===== src/rtl/sys_types.sv =====
// Shared types for the convolution datapath: scalar aliases, tile-scheduler
// state encoding and default systolic-array geometry.
package sys_types;

    typedef logic signed [7:0]  int8_t;
    typedef logic signed [31:0] int32_t;

    localparam int unsigned DEF_SA_N   = 4;
    localparam int unsigned DEF_MASK_W = DEF_SA_N * DEF_SA_N;

    typedef enum logic [2:0] {
        IDLE,
        LAYER_INIT,
        BIAS,
        ISSUE,
        WAIT,
        ADVANCE,
        LAYER_END,
        FINISH
    } sched_state_t;

endpackage


===== src/rtl/conv_tile_scheduler_if.sv =====
// Tile offer/acknowledge channel between the tile scheduler (master) and the
// systolic-array controller (slave).
interface conv_tile_scheduler_if
    import sys_types::*;
#(
    parameter int unsigned MAX_N = 512,
    parameter int unsigned SA_N  = DEF_SA_N
);
    localparam int unsigned P_W = $clog2(MAX_N + 1);

    logic                   tile_valid;
    logic                   tile_ready;
    logic                   tile_done;
    logic [P_W-1:0]         pos_row;
    logic [P_W-1:0]         pos_col;
    logic [SA_N*SA_N-1:0]   pe_mask;

    modport master (
        output tile_valid, pos_row, pos_col, pe_mask,
        input  tile_ready, tile_done
    );

    modport slave (
        input  tile_valid, pos_row, pos_col, pe_mask,
        output tile_ready, tile_done
    );

endinterface


===== src/rtl/tile_mask_gen.sv =====
// Marks which PEs of an SA_N x SA_N tile fall inside the output feature map.
module tile_mask_gen
    import sys_types::*;
#(
    parameter int unsigned MAX_N = 512,
    parameter int unsigned SA_N  = DEF_SA_N
) (
    input  logic [$clog2(MAX_N+1)-1:0] pos_row,
    input  logic [$clog2(MAX_N+1)-1:0] pos_col,
    input  logic [$clog2(MAX_N+1)-1:0] out_h,
    input  logic [$clog2(MAX_N+1)-1:0] out_w,
    output logic [SA_N*SA_N-1:0]       pe_mask
);

    // One extra bit so base + offset near MAX_N cannot wrap.
    localparam int unsigned E_W = $clog2(MAX_N + 1) + 1;

    for (genvar r = 0; r < SA_N; r++) begin : g_row
        for (genvar c = 0; c < SA_N; c++) begin : g_col
            assign pe_mask[r*SA_N+c] =
                ((E_W'(pos_row) + E_W'(r)) < E_W'(out_h)) &&
                ((E_W'(pos_col) + E_W'(c)) < E_W'(out_w));
        end
    end

endmodule


===== src/rtl/conv_tile_scheduler.sv =====
// Walks layers, output channels and SA_N-stepped tiles of each output map,
// offering one tile at a time to the systolic-array controller.
module conv_tile_scheduler
    import sys_types::*;
#(
    parameter int unsigned MAX_N      = 512,
    parameter int unsigned SA_N       = DEF_SA_N,
    parameter int unsigned MAX_NUM_CH = 64,
    parameter int unsigned NUM_LAYERS = 6
) (
    input  logic                              clk,
    input  logic                              reset,
    input  logic                              start,
    input  logic                              stall,
    input  logic [$clog2(NUM_LAYERS+1)-1:0]   cfg_num_layers,
    input  logic [$clog2(MAX_N+1)-1:0]        cfg_out_h,
    input  logic [$clog2(MAX_N+1)-1:0]        cfg_out_w,
    input  logic [$clog2(MAX_NUM_CH+1)-1:0]   cfg_num_filters,
    conv_tile_scheduler_if.master             tile,
    output logic                              load_bias,
    output logic [$clog2(NUM_LAYERS)-1:0]     layer_idx,
    output logic [$clog2(MAX_NUM_CH)-1:0]     chnnl_idx,
    output logic                              ram_sel,
    output logic                              busy,
    output logic                              layer_done,
    output logic                              done
);

    localparam int unsigned P_W  = $clog2(MAX_N + 1);
    localparam int unsigned E_W  = P_W + 1;
    localparam int unsigned NL_W = $clog2(NUM_LAYERS + 1);
    localparam int unsigned LC_W = NL_W + 1;
    localparam int unsigned LI_W = $clog2(NUM_LAYERS);
    localparam int unsigned NF_W = $clog2(MAX_NUM_CH + 1);
    localparam int unsigned CI_W = $clog2(MAX_NUM_CH);

    sched_state_t    state_q, state_d;
    logic [NL_W-1:0] num_layers_q, num_layers_d;
    logic [LI_W-1:0] layer_q, layer_d;
    logic [P_W-1:0]  out_h_q, out_h_d, out_w_q, out_w_d;
    logic [P_W-1:0]  row_q, row_d, col_q, col_d;
    logic [NF_W-1:0] nf_q, nf_d, ch_q, ch_d;
    logic            pend_q, pend_d;

    logic [E_W-1:0]  col_step, row_step;
    logic [NF_W-1:0] ch_step;
    logic            last_layer, cfg_zero;

    assign col_step   = E_W'(col_q) + E_W'(SA_N);
    assign row_step   = E_W'(row_q) + E_W'(SA_N);
    assign ch_step    = ch_q + NF_W'(1);
    assign last_layer = (LC_W'(layer_q) + LC_W'(1)) == LC_W'(num_layers_q);
    assign cfg_zero   = (cfg_out_h == '0) || (cfg_out_w == '0) || (cfg_num_filters == '0);

    always_ff @(posedge clk or posedge reset) begin
        if (reset) state_q <= IDLE;
        else       state_q <= state_d;
    end

    always_ff @(posedge clk or posedge reset) begin
        if (reset) begin
            num_layers_q <= '0;
            layer_q      <= '0;
            out_h_q      <= '0;
            out_w_q      <= '0;
            row_q        <= '0;
            col_q        <= '0;
            nf_q         <= '0;
            ch_q         <= '0;
            pend_q       <= 1'b0;
        end else begin
            num_layers_q <= num_layers_d;
            layer_q      <= layer_d;
            out_h_q      <= out_h_d;
            out_w_q      <= out_w_d;
            row_q        <= row_d;
            col_q        <= col_d;
            nf_q         <= nf_d;
            ch_q         <= ch_d;
            pend_q       <= pend_d;
        end
    end

    // Next-state and counter update; everything holds while stalled except the
    // tile_done memory, which catches a completion that arrives mid-stall.
    always_comb begin
        state_d      = state_q;
        num_layers_d = num_layers_q;
        layer_d      = layer_q;
        out_h_d      = out_h_q;
        out_w_d      = out_w_q;
        row_d        = row_q;
        col_d        = col_q;
        nf_d         = nf_q;
        ch_d         = ch_q;
        pend_d       = pend_q;

        if (stall) begin
            if (state_q == WAIT && tile.tile_done) pend_d = 1'b1;
        end else begin
            case (state_q)
                IDLE: begin
                    if (start) begin
                        num_layers_d = cfg_num_layers;
                        layer_d      = '0;
                        state_d      = (cfg_num_layers == '0) ? FINISH : LAYER_INIT;
                    end
                end
                LAYER_INIT: begin
                    out_h_d = cfg_out_h;
                    out_w_d = cfg_out_w;
                    nf_d    = cfg_num_filters;
                    row_d   = '0;
                    col_d   = '0;
                    ch_d    = '0;
                    state_d = cfg_zero ? LAYER_END : BIAS;
                end
                BIAS: state_d = ISSUE;
                ISSUE: begin
                    if (tile.tile_ready) begin
                        pend_d  = 1'b0;
                        state_d = WAIT;
                    end
                end
                WAIT: begin
                    if (tile.tile_done || pend_q) begin
                        pend_d  = 1'b0;
                        state_d = ADVANCE;
                    end
                end
                ADVANCE: begin
                    state_d = BIAS;
                    if (col_step >= E_W'(out_w_q)) begin
                        col_d = '0;
                        if (row_step >= E_W'(out_h_q)) begin
                            row_d = '0;
                            ch_d  = ch_step;
                            if (ch_step == nf_q) state_d = LAYER_END;
                        end else begin
                            row_d = P_W'(row_step);
                        end
                    end else begin
                        col_d = P_W'(col_step);
                    end
                end
                LAYER_END: begin
                    if (last_layer) begin
                        state_d = FINISH;
                    end else begin
                        layer_d = layer_q + LI_W'(1);
                        state_d = LAYER_INIT;
                    end
                end
                FINISH:  state_d = IDLE;
                default: state_d = IDLE;
            endcase
        end
    end

    tile_mask_gen #(
        .MAX_N (MAX_N),
        .SA_N  (SA_N)
    ) u_mask (
        .pos_row (row_q),
        .pos_col (col_q),
        .out_h   (out_h_q),
        .out_w   (out_w_q),
        .pe_mask (tile.pe_mask)
    );

    // Pulses are suppressed while stalled; the state holds, so they fire on release.
    assign tile.tile_valid = (state_q == ISSUE);
    assign tile.pos_row    = row_q;
    assign tile.pos_col    = col_q;
    assign load_bias       = (state_q == BIAS) && !stall;
    assign layer_done      = (state_q == LAYER_END) && !stall;
    assign done            = (state_q == FINISH) && !stall;
    assign busy            = (state_q != IDLE);
    assign layer_idx       = layer_q;
    assign chnnl_idx       = ch_q[CI_W-1:0];
    assign ram_sel         = layer_q[0];

endmodule


===== src/flat_wrapper.sv =====
// flat-port wrapper written by rule: the top's interface ports become plain ports
module conv_tile_scheduler_flat import sys_types::*;
#(
    parameter int unsigned MAX_N      = 512,
    parameter int unsigned SA_N       = DEF_SA_N,
    parameter int unsigned MAX_NUM_CH = 64,
    parameter int unsigned NUM_LAYERS = 6
)
  (clk, reset, start, stall, cfg_num_layers, cfg_out_h, cfg_out_w, cfg_num_filters, load_bias, layer_idx, chnnl_idx, ram_sel, busy, layer_done, done, tile_tile_valid, tile_pos_row, tile_pos_col, tile_pe_mask, tile_tile_ready, tile_tile_done);
  conv_tile_scheduler_if #(.MAX_N(MAX_N), .SA_N(SA_N)) tile_i ();
  input  logic clk;
  input  logic reset;
  input  logic start;
  input  logic stall;
  input  logic [$clog2(NUM_LAYERS+1)-1:0] cfg_num_layers;
  input  logic [$clog2(MAX_N+1)-1:0] cfg_out_h;
  input  logic [$clog2(MAX_N+1)-1:0] cfg_out_w;
  input  logic [$clog2(MAX_NUM_CH+1)-1:0] cfg_num_filters;
  output logic load_bias;
  output logic [$clog2(NUM_LAYERS)-1:0] layer_idx;
  output logic [$clog2(MAX_NUM_CH)-1:0] chnnl_idx;
  output logic ram_sel;
  output logic busy;
  output logic layer_done;
  output logic done;
  output wire logic [$bits(tile_i.tile_valid)-1:0] tile_tile_valid;
  output wire logic [$bits(tile_i.pos_row)-1:0] tile_pos_row;
  output wire logic [$bits(tile_i.pos_col)-1:0] tile_pos_col;
  output wire logic [$bits(tile_i.pe_mask)-1:0] tile_pe_mask;
  input wire logic [$bits(tile_i.tile_ready)-1:0] tile_tile_ready;
  input wire logic [$bits(tile_i.tile_done)-1:0] tile_tile_done;
  assign tile_tile_valid = tile_i.tile_valid;
  assign tile_pos_row = tile_i.pos_row;
  assign tile_pos_col = tile_i.pos_col;
  assign tile_pe_mask = tile_i.pe_mask;
  assign tile_i.tile_ready = tile_tile_ready;
  assign tile_i.tile_done = tile_tile_done;
  conv_tile_scheduler #(.MAX_N(MAX_N), .SA_N(SA_N), .MAX_NUM_CH(MAX_NUM_CH), .NUM_LAYERS(NUM_LAYERS)) u_core (.clk(clk), .reset(reset), .start(start), .stall(stall), .cfg_num_layers(cfg_num_layers), .cfg_out_h(cfg_out_h), .cfg_out_w(cfg_out_w), .cfg_num_filters(cfg_num_filters), .tile(tile_i), .load_bias(load_bias), .layer_idx(layer_idx), .chnnl_idx(chnnl_idx), .ram_sel(ram_sel), .busy(busy), .layer_done(layer_done), .done(done));
endmodule

===== config.mk =====
export PLATFORM = sky130hd
export DESIGN_NAME = conv_tile_scheduler_flat
export DESIGN_NICKNAME = d
export VERILOG_FILES = /design/src/rtl/sys_types.sv /design/src/rtl/conv_tile_scheduler_if.sv /design/src/rtl/tile_mask_gen.sv /design/src/rtl/conv_tile_scheduler.sv /design/src/flat_wrapper.sv
export SDC_FILE = /design/constraint.sdc
export NUM_CORES = 1
export LEC_CHECK = 0
export ABC_AREA = 1
export CORE_MARGIN = 5
export CORE_UTILIZATION = 31
export CTS_CLUSTER_SIZE = 40
export DETAILED_ROUTE_END_ITERATION = 12
export DONT_BUFFER_PORTS = 1
export HOLD_SLACK_MARGIN = 0.15
export PLACE_DENSITY_LB_ADDON = 0.3
export SLEW_MARGIN = 30
export SYNTH_ARGS = -nofsm -noshare
export SYNTH_HDL_FRONTEND = slang
export SYNTH_SLANG_ARGS = --single-unit

===== constraint.sdc =====
create_clock -name clk -period 6.55 [get_ports clk]
set_input_delay 1.31 -clock clk [delete_from_list [all_inputs] [get_ports clk]]
set_output_delay 1.31 -clock clk [all_outputs]
set_load 0.05 [all_outputs]

==> flow_metrics.tcl <==
set metrics [dict create \
    cts_buffers 9 \
    hold-path-cell-count 2 \
    antenna_found_initial 0 \
    fill_cells 1619 \
    setup-violations-final 0 \
    worstSetupStartpointType "flip-flop" \
    die_area_um2 18090 \
    outcome "complete, no violations" \
    dieHeight_um 134.5 \
    layout_setup_ws_ns 2.127 \
    num_antenna_cells 0 \
    crit_top_cell "nand2_1" \
    num_vias 3925 \
    num_rows 45 \
    power.leakage_nw 2.801 \
    grt_pass1_vias 3940 \
    hold_path.class "flip-flop to flip-flop" \
    regArea_um2 1503 \
    first_pass_iters 4 \
    setup-tns-final_ns 0 \
    gr-usage-all-layers 0.1381 \
    synth_edf_count 0 \
    crit_fanout 7 \
    core_area_um2 15200 \
    ys_seq_elements 60 \
    met1_length_mm 5.681 \
    grt_start_max_net_pins 61 \
    clk_latency_ns 0.33 \
    path_class "flip-flop to primary output" \
    clock_sinks 60 \
    netlist_area_um2 4806 \
    p_per_area_nw_per_um2 507.8 \
    area_delta_synth_final_pct 8.800 \
    wl_met3_um 665 \
    final-hold-violation-count 0 \
    yosysWarnings 0 \
    yosysSeqAreaShare 0.3124 \
    cp_slowest_cell "dfrtp_1" \
    layout.nets 740 \
    cp_cell_sequence "inv_1 -> ha_1 -> o21ai_0 -> nand2_1 -> nand2_1 -> a21oi_1 -> nor2_1 -> o21ai_0 -> nand2_1 -> nand2_1 -> nand2_1 -> nor2_1" \
    wire_per_inst_um 14.41 \
    maxCapViolCount 0 \
    gp_routability_congestion 0.8004 \
    pre_cts_ws_ns 2.463 \
    cts_hold_buffers 0 \
    cts_tree "yes" \
    h-tree-depth 3 \
    peakVddDrop_mv 0.1597 \
    top_layer "met4" \
    maxSlewViolCount 0 \
    crit_required_ns 5.24 \
    fmax_ghz 0.2261 \
    post-cts-setup-buffers 0 \
    skew_ns 0.008518 \
    tightestPinTransition_ns 0.9828 \
    ant_nets 0 \
    arrival_ns 3.11 \
    post-route-period-util 0.6752 \
    rsz0062_at_grt "false" \
    drt_wl_total_mm 11.97 \
    initial_core_util 0.3161 \
    synth_flop_cell "dfrtp_1" \
    root_buffer "clkbuf_16" \
    syn-instance-count 661 \
    grt_pass1_wl_mm 20.01 \
    drive_gt1_frac 0.05288 \
    drc 0 \
    clk_pin_slew_ns 0.06 \
    hpwlAfterDp_mm 9.330 \
    syn_avg_cell_area_um2 7.271 \
    fin_crit_ns 4.423 \
    r2r.worst_path.cells 15 \
    cts-resized-gates 0 \
    clockBufferDepth 2 \
    async_flop_share 1.000 \
    viasPerCell 4.723 \
    ioPinCount 87 \
    critPathMaxStageDelay_ns 0.75 \
    multiInputGateArea_um2 2756 \
    portBuffers 0 \
    synthDistinctLibCells 37 \
    end_kind "primary output" \
    die_w_um 134.5 \
    max_slew_margin 0.3424 \
    wl_met2_mm 5.487 \
    dr.first_iter.drc_count 221 \
    grt-ovfl-total 0 \
]
==> cells in the mapped netlist (all sizes together), types with 2 or more instances <==
| cell | count | area, µm² |
|---|---|---|
| o2111ai | 2 | 17.52 |
| xor2 | 14 | 122.6 |
| nand4 | 10 | 62.56 |
| nand2 | 130 | 493.0 |
| a31oi | 3 | 18.77 |
| nor4 | 4 | 25.02 |
| nor2 | 76 | 297.8 |
| inv | 100 | 375.4 |
| nand3 | 32 | 160.2 |
| o22ai | 7 | 43.79 |
| dfrtp | 60 | 1501 |
| ha | 66 | 825.8 |
| buf | 15 | 102.6 |
| clkbuf | 23 | 86.33 |
| a21o | 4 | 30.03 |
| nand3b | 3 | 22.52 |
| nor3 | 11 | 65.06 |
| o21ai | 42 | 214.0 |
| a21oi | 46 | 230.2 |
| xnor2 | 2 | 17.52 |
| mux2 | 3 | 33.78 |
==> critical path: cells and delay by family, from the launching register on <==
family	cells	cell delay [ns]
flops	1	0.75
buf+inv	1	0.15
compound gates	3	0.41
fa+ha+maj	1	0.38
simple gates	7	1.09
==> logic make-up (layout without fill, tap and decap cells) <==
group | count (synthesis) | after routing | share of synthesized area
and+or+nand+nor | 269 | 269 | 0.2385
buffers and inverters | 138 | 117 | 0.1174
AOI/OAI and AO/OA | 108 | 108 | 0.1229
adders and majority gates | 66 | 66 | 0.1718
DFF | 60 | 60 | 0.3124
xor gates and xnor gates | 16 | 16 | 0.02916
muxes | 3 | 3 | 0.007029
other | 1 | 4 | 0.0007803
==> placed cells by master, fill, tap and decap left out, types with 2 or more instances in the layout <==
| cell type | netlist | final |
|---|---|---|
| nand2_1 | 128 | 128 |
| inv_1 | 97 | 96 |
| nor2_1 | 73 | 73 |
| ha_1 | 66 | 66 |
| dfrtp_1 | 60 | 59 |
| a21oi_1 | 46 | 46 |
| o21ai_0 | 38 | 38 |
| nand3_1 | 32 | 32 |
| xor2_1 | 14 | 14 |
| nand4_1 | 10 | 10 |
| nor3_1 | 9 | 9 |
| clkbuf_16 | 0 | 9 |
| o22ai_1 | 7 | 7 |
| inv_2 | 3 | 4 |
| a21o_1 | 4 | 4 |
| nor4_1 | 4 | 4 |
| conb_1 | 1 | 4 |
| mux2_2 | 3 | 3 |
| o21ai_1 | 3 | 3 |
| a31oi_1 | 3 | 3 |
| nand3b_1 | 3 | 3 |
| bufinv_16 | 0 | 3 |
| nor3_2 | 2 | 2 |
| xnor2_1 | 2 | 2 |
| nor2_2 | 2 | 2 |
| o2111ai_1 | 2 | 2 |
| clkbuf_8 | 0 | 2 |
==> final timing paths <==
path / startpoint / end / slack (ns)
worst max-delay path: u_core.tile.pos_row[2]$_DFFE_PP0P_ / tile_pe_mask[4] / 2.13
worst min-delay path: u_core.out_h_q[3]$_DFFE_PP0P_ / u_core.out_h_q[3]$_DFFE_PP0P_ / 0.49
worst max register to register: u_core.tile.pos_col[2]$_DFFE_PP0P_ / u_core.tile.pos_row[2]$_DFFE_PP0P_ / 3.23
worst min register to register: u_core.out_h_q[3]$_DFFE_PP0P_ / u_core.out_h_q[3]$_DFFE_PP0P_ / 0.49
max in group asynchronous: reset / u_core.layer_idx[0]$_DFFE_PP0P_ / 4.90
min in group asynchronous: reset / u_core.num_layers_q[0]$_DFFE_PP0P_ / 1.09
==> flip-flops by register name, summed over array words and instances, names as in the netlist <==
signal               cells
u_core.tile.pos_row      8
u_core.out_w_q          10
u_core.pend_q            1
u_core.ch_q              7
u_core.nf_q              7
u_core.layer_idx         3
u_core.tile.pos_col      8
u_core.state_q           3
u_core.num_layers_q      3
u_core.out_h_q          10
==> area by class of cell <==
type,instances,area share
Clock buffer,12,0.04905
Clock inverter,4,0.01819
Inverter,100,0.07179
Multi-Input combinational cell,466,0.5272
Sequential cell,60,0.2874
Tap cell,188,0.04499
Timing Repair Buffer,1,0.001436
==> power breakdown <==
part | switching [W] | total [W] | internal (W)
clock network | 0.000171 | 0.000563 | 0.000392
logic | 0.000821 | 0.00121 | 0.000384
registers | 0.000371 | 0.000886 | 0.000515
==> metal layers <==
metal	up-vias	GRT usage
met4	0	0.03224
met3	10	0.03875
li1	2085	-
met1	1766	0.1852
met5	-	0
met2	64	0.2218
==> through the flow <==
| step | area [µm²] | cells | hold slack (ns) | power (W) | util |
|---|---|---|---|---|---|
| final | 5229 | 831 | 0.4873 | 0.002655 | 0.3440 |
| after global placement | 4871 | 815 | 0.4662 | 0.002100 | 0.3204 |
| after CTS | 5223 | 831 | 0.4909 | 0.002689 | 0.3435 |
| after floorplan | 4817 | 664 | 0.4530 | 0.001900 | - |
| after global routing | 5229 | 831 | 0.5079 | 0.002924 | 0.3440 |
| after detailed placement | 4871 | 815 | 0.4775 | 0.002110 | 0.3204 |
No activity file was read; power rests on OpenSTA's default activity.
